**src/rtl/mem_pkg.sv**
```systemverilog
// Purpose: shared types and sizing helpers for the data-RAM responder.
// Latency: n/a (types and constants only).
// Backpressure: n/a.
package mem_pkg;

    typedef enum logic [1:0] {
        S_IDLE,
        S_WAIT,
        S_DONE
    } state_t;

    typedef enum logic [1:0] {
        CMD_READ,
        CMD_WRITE,
        CMD_ERR
    } cmd_t;

    // Wait-state counter width. It never drops below one bit, so the
    // register stays legal when WAIT_STATES is 0.
    function automatic int cnt_width(input int wait_states);
        return (wait_states < 1) ? 1 : $clog2(wait_states + 1);
    endfunction

    localparam int DEFAULT_WAIT_STATES = 2;
    localparam int DEFAULT_CNT_W       = cnt_width(DEFAULT_WAIT_STATES);

endpackage

```
**src/rtl/sp_ram.sv**
```systemverilog
// Purpose: single-port byte storage with a synchronous write and a registered read.
// Latency: a write or read takes effect on the edge where its enable is high.
// Backpressure: none; the port accepts one access per cycle.
// Ports: i_we/i_re are the enables, i_addr/i_wdata are the access operands,
//        o_rdata is the read register (reset to 0; array contents are not reset).
module sp_ram #(
    parameter int ADDR_WIDTH = 8
) (
    input  logic                  i_clk,
    input  logic                  i_rst,
    input  logic                  i_we,
    input  logic                  i_re,
    input  logic [ADDR_WIDTH-1:0] i_addr,
    input  logic [7:0]            i_wdata,
    output logic [7:0]            o_rdata
);

    logic [7:0] mem [0:(1 << ADDR_WIDTH) - 1];

    // A write that coincides with reset is dropped.
    always_ff @(posedge i_clk) begin
        if (i_we && !i_rst) begin
            mem[i_addr] <= i_wdata;
        end
    end

    always_ff @(posedge i_clk or posedge i_rst) begin
        if (i_rst) begin
            o_rdata <= 8'h00;
        end else if (i_re) begin
            o_rdata <= mem[i_addr];
        end
    end

endmodule

```
**src/rtl/data_mem_responder.sv**
```systemverilog
// Purpose: responder for the core's 8-bit data-RAM strobe handshake, with programmable wait states.
// Latency: a strobe in cycle N gives o_done in cycle N+1+WAIT_STATES; the next strobe is accepted from N+2+WAIT_STATES.
// Backpressure: none; a strobe that arrives while busy is dropped and sets the sticky o_overrun.
// Ports: i_read/i_write strobes carry i_addr/i_wdata for one cycle; o_done pulses once per
//        accepted request, o_err marks a read+write strobe, o_rdata holds the last read result.
module data_mem_responder
    import mem_pkg::*;
#(
    parameter int ADDR_WIDTH  = 8,
    parameter int WAIT_STATES = DEFAULT_WAIT_STATES
) (
    input  logic        i_clk,
    input  logic        i_rst,
    input  logic [15:0] i_addr,
    input  logic [7:0]  i_wdata,
    input  logic        i_read,
    input  logic        i_write,
    output logic [7:0]  o_rdata,
    output logic        o_done,
    output logic        o_busy,
    output logic        o_err,
    output logic        o_overrun
);

    localparam int                CNT_W    = cnt_width(WAIT_STATES);
    localparam logic [CNT_W-1:0]  CNT_INIT = CNT_W'((WAIT_STATES > 0) ? WAIT_STATES - 1 : 0);

    state_t                  state, state_nxt;
    cmd_t                    cmd_q, cmd_in, commit_cmd;
    logic [ADDR_WIDTH-1:0]   addr_q, ram_addr;
    logic [7:0]              wdata_q, ram_wdata;
    logic [CNT_W-1:0]        cnt, cnt_nxt;
    logic                    strobe, commit;
    logic                    ram_we, ram_re;

    // Upper address bits only alias onto the array; they are intentionally dropped.
    logic unused_addr_hi;
    assign unused_addr_hi = &{1'b0, i_addr};

    assign strobe = i_read | i_write;
    assign cmd_in = (i_read && i_write) ? CMD_ERR :
                    (i_read             ? CMD_READ : CMD_WRITE);

    always_comb begin
        state_nxt  = state;
        cnt_nxt    = cnt;
        commit     = 1'b0;
        commit_cmd = cmd_q;
        ram_addr   = addr_q;
        ram_wdata  = wdata_q;
        case (state)
            S_IDLE: begin
                if (strobe) begin
                    if (WAIT_STATES == 0) begin
                        // No wait states: commit straight from the strobe inputs.
                        commit     = 1'b1;
                        commit_cmd = cmd_in;
                        ram_addr   = i_addr[ADDR_WIDTH-1:0];
                        ram_wdata  = i_wdata;
                        state_nxt  = S_DONE;
                    end else begin
                        cnt_nxt   = CNT_INIT;
                        state_nxt = S_WAIT;
                    end
                end
            end
            S_WAIT: begin
                if (cnt == '0) begin
                    commit    = 1'b1;
                    state_nxt = S_DONE;
                end else begin
                    cnt_nxt = cnt - CNT_W'(1);
                end
            end
            S_DONE: begin
                state_nxt = S_IDLE;
            end
            default: begin
                state_nxt = S_IDLE;
            end
        endcase
    end

    // Malformed requests commit with neither enable, so storage and o_rdata stay put.
    assign ram_we = commit && (commit_cmd == CMD_WRITE);
    assign ram_re = commit && (commit_cmd == CMD_READ);

    always_ff @(posedge i_clk or posedge i_rst) begin
        if (i_rst) begin
            state     <= S_IDLE;
            cnt       <= '0;
            cmd_q     <= CMD_READ;
            addr_q    <= '0;
            wdata_q   <= 8'h00;
            o_done    <= 1'b0;
            o_busy    <= 1'b0;
            o_err     <= 1'b0;
            o_overrun <= 1'b0;
        end else begin
            state  <= state_nxt;
            cnt    <= cnt_nxt;
            o_done <= (state_nxt == S_DONE);
            o_busy <= (state_nxt != S_IDLE);
            o_err  <= (state_nxt == S_DONE) && (commit_cmd == CMD_ERR);
            if (state == S_IDLE && strobe) begin
                cmd_q   <= cmd_in;
                addr_q  <= i_addr[ADDR_WIDTH-1:0];
                wdata_q <= i_wdata;
            end
            if (state != S_IDLE && strobe) begin
                o_overrun <= 1'b1;
            end
        end
    end

    sp_ram #(
        .ADDR_WIDTH(ADDR_WIDTH)
    ) u_ram (
        .i_clk  (i_clk),
        .i_rst  (i_rst),
        .i_we   (ram_we),
        .i_re   (ram_re),
        .i_addr (ram_addr),
        .i_wdata(ram_wdata),
        .o_rdata(o_rdata)
    );

endmodule

```
**config.mk**
```make
export PLATFORM = sky130hd
export DESIGN_NAME = data_mem_responder
export DESIGN_NICKNAME = d
export VERILOG_FILES = /design/src/rtl/mem_pkg.sv /design/src/rtl/sp_ram.sv /design/src/rtl/data_mem_responder.sv
export SDC_FILE = /design/constraint.sdc
export NUM_CORES = 2
export LEC_CHECK = 0
export CORE_MARGIN = 3
export CORE_UTILIZATION = 29
export CTS_BUF_LIST = sky130_fd_sc_hd__clkbuf_16
export CTS_CLUSTER_DIAMETER = 60
export DETAILED_ROUTE_END_ITERATION = 10
export RECOVER_POWER = 100
export SLEW_MARGIN = 20
export SYNTH_ARGS = -nofsm -noshare
export SYNTH_HDL_FRONTEND = slang
export SYNTH_SLANG_ARGS = --single-unit
```
**constraint.sdc**
```tcl
create_clock -name i_clk -period 4.2 [get_ports i_clk]
set_input_delay 0.42 -clock i_clk [delete_from_list [all_inputs] [get_ports i_clk]]
set_output_delay 0.42 -clock i_clk [all_outputs]
set_load 0.05 [all_outputs]
```
==> results.sh <==
export IMPL_cts_sinks=2082
export IMPL_instances_no_fill=8099
export IMPL_yosysUniqueCellTypes=62
export IMPL_dieArea_um2=285000
export IMPL_hold_buffers=0
export IMPL_finalWirelength_um=211000
export IMPL_worst_slew_pin_slew_ns=3.38
export IMPL_async_reset_ff_frac=0.0163
export IMPL_synth_top_area_cell="edfxtp_1"
export IMPL_synth_most_common_cell="edfxtp_1"
export IMPL_layout_setup_ws_ns=0.233
export IMPL_gp_congestion=0.856
export IMPL_rsz0062_at_grt="no"
export IMPL_cts_buffer_depth=3
export IMPL_violations="capacitance limit, slew limit"
export IMPL_syn_nets=3885
export IMPL_setup_tns_ns=0
export IMPL_p_per_area_nw_per_um2=674
export IMPL_synthTopCellsByArea="edfxtp_1, mux4_2, mux2i_1, nor2_1, dfrtp_1"
export IMPL_placedCellCount=7718
export IMPL_routedWlPerCell_um=26.1
export IMPL_ys_seq_elements=2082
export IMPL_synth_cells=3856
export IMPL_path_class="reg -> reg"
export IMPL_drt_pass1_iterations=6
export IMPL_rows=193
export IMPL_clk_latency_ns=0.84
export IMPL_crit_fanout=25
export IMPL_place_area_um2=87800
export IMPL_fin_skew_ns=0.0356
export IMPL_outcome="finished with violations"
export IMPL_synth_enable_flop_cells=2048
export IMPL_netlist_area_um2=80800
export IMPL_ant_nets=0
export IMPL_ys_warn_count=0
export IMPL_synth_top_area_frac=0.761
export IMPL_layout_nets=4251
export IMPL_fin_crit_ns=3.97
export IMPL_dr_first_iter_drc_count=4827
export IMPL_end_kind="flop"
export IMPL_synthToLayoutAreaGrowth_pct=15.6
export IMPL_final_util=0.337
export IMPL_antenna_found_initial=7
export IMPL_cp_required_ns=4.66
export IMPL_dp_slack_ns=0.535
export IMPL_initial_utilization=0.292
export IMPL_cts_tree="done"
export IMPL_fill_cells=26000
export IMPL_slew_headroom=-1.25
export IMPL_grt_overflow=0
export IMPL_hold_class="in -> reg"
export IMPL_root_buffer="clkbuf_16"
export IMPL_drc=0
export IMPL_start_kind="flop"
export IMPL_hold_viol=0
export IMPL_cts_setup_buffers=0
export IMPL_dp_hpwl_um=130000
export IMPL_vias_per_cell=4.99
export IMPL_synth_common_cells="edfxtp_1, mux4_2, nor2_1"
export IMPL_fmax_mhz=252
export IMPL_p_leak_nw=28.8
export IMPL_clkTransAtPathRegs_ns=0.06
export IMPL_grt_max_degree=165
export IMPL_vdd_drop_max_mv=0.531
export IMPL_io_pins=40
export IMPL_cp_arrival_ns=4.43
export IMPL_syn_avg_cell_area_um2=21.0
export IMPL_slew_viol_final=1163
export IMPL_grt_first_pass_wirelength_um=303000
export IMPL_cap_violations=15
export IMPL_cts_resized=0
export IMPL_post_route_period_util=0.944
export IMPL_die_w_um=534
export IMPL_final_area_um2=93400
export IMPL_h_tree_depth=4
export IMPL_rrSetupSlack_ns=0.23
export IMPL_ys_seq_area_frac=0.772
export IMPL_finalSetupViolCount=0
export IMPL_cts_inserted_buffers=207
export IMPL_synthFlopType="edfxtp_1"
export IMPL_route_vias_total=40400
export IMPL_grt_use_total=0.145
export IMPL_drive_gt1_frac=0.217
export IMPL_coreArea_um2=277000
export IMPL_io_buffer_count=31
export IMPL_die_h_um=534
export IMPL_grt_pass1_vias=40900
stage by stage:
step / hold slack [ns] / total power [mW]
3_3_place_gp: 0.479 / 45.6
5_1_grt: 0.119 / 65.2
2_1_floorplan: 0.440 / 38.6
6_report: 0.146 / 63.0
4_1_cts: 0.0848 / 63.4
3_5_place_dp: 0.463 / 45.8
worst max-delay path: stages (launching register included):
cell,delay [ns]
dfrtp_4,0.68
inv_4,0.37
clkbuf_1,0.48
nor2_1,0.35
nand2_1,0.08
clkbuf_2,0.61
nor2_1,0.95
layer usage:
metal	track usage	up-vias	part of all wire
met3	0.0338	344	0.085
li1	-	16700	-
met2	0.224	1739	0.46
met5	0	-	0.000057
met1	0.201	21600	0.42
met4	0.0540	2	0.036
layout by cell type (no fill, tap or decap), types with 17 or more instances in the layout:
cell / n
a21oi_1: 21
dfrtp_1: 28
buf_4: 102
a22oi_1: 51
a32oi_1: 17
o21ai_0: 41
clkinv_1: 50
buf_12: 33
inv_1: 57
mux2i_1: 184
clkdlybuf4s50_1: 18
nor2_1: 288
edfxtp_1: 2048
mux4_2: 480
nand3_1: 34
o22ai_1: 35
clkinv_2: 40
clkbuf_1: 198
nand2_1: 178
clkbuf_16: 210
report_power, final:
group / switching, mW / leakage, nW / total (mW) / internal, mW
Combinational: 11.5 / 6.54 / 18.2 / 6.68
Clock: 7.83 / 3.35 / 17.6 / 9.80
Sequential: 1.04 / 18.9 / 27.1 / 26.1
Total: 20.4 / 28.8 / 63.0 / 42.6
cells by family (layout without fill, tap and decap cells):
group / count (synthesis) / in the layout / share of synthesized area
compound gates: 267 / 267 / 0.0237
mux: 680 / 680 / 0.159
other cells: 0 / 5 / 0
flops: 2082 / 2082 / 0.772
simple gates: 585 / 585 / 0.0303
buf+inv: 241 / 774 / 0.0152
fa+ha+maj: 1 / 1 / 0.000155
registers in the layout, summed over array words and instances (netlist names), 2 cells and up:
name           cells
u_ram.mem       2048
addr_q             8
ram_wdata          8
u_ram.o_rdata      8
cmd_q              2
cnt                2
state              2
area by class of cell:
| cell class | instances | area (um2) | area share |
|---|---|---|---|
| sequential | 2082 | 62400 | 0.668 |
| multi-input combinational | 1533 | 17300 | 0.185 |
| clock buffer | 210 | 5260 | 0.0563 |
| tap | 3705 | 4640 | 0.0496 |
| timing repair buffer | 386 | 2600 | 0.0278 |
| clock inverter | 166 | 1220 | 0.0131 |
| inverter | 12 | 50.0 | 0.000536 |
| antenna | 5 | 12.5 | 0.000134 |
worst paths after layout:
| check | depth (start not counted) | start | to |
|---|---|---|---|
| max reg2reg | 6 | addr_q[3] | u_ram.mem[8][4] |
| max | 6 | addr_q[3] | u_ram.mem[8][4] |
| min reg2reg | 1 | cnt[0] | cnt[0] |
| min in group asynchronous | 3 | i_rst | ram_wdata[3] |
| min | 3 | i_wdata[0] | ram_wdata[0] |
| max in group asynchronous | 3 | i_rst | addr_q[3] |
(Power assumes the default switching activity.)
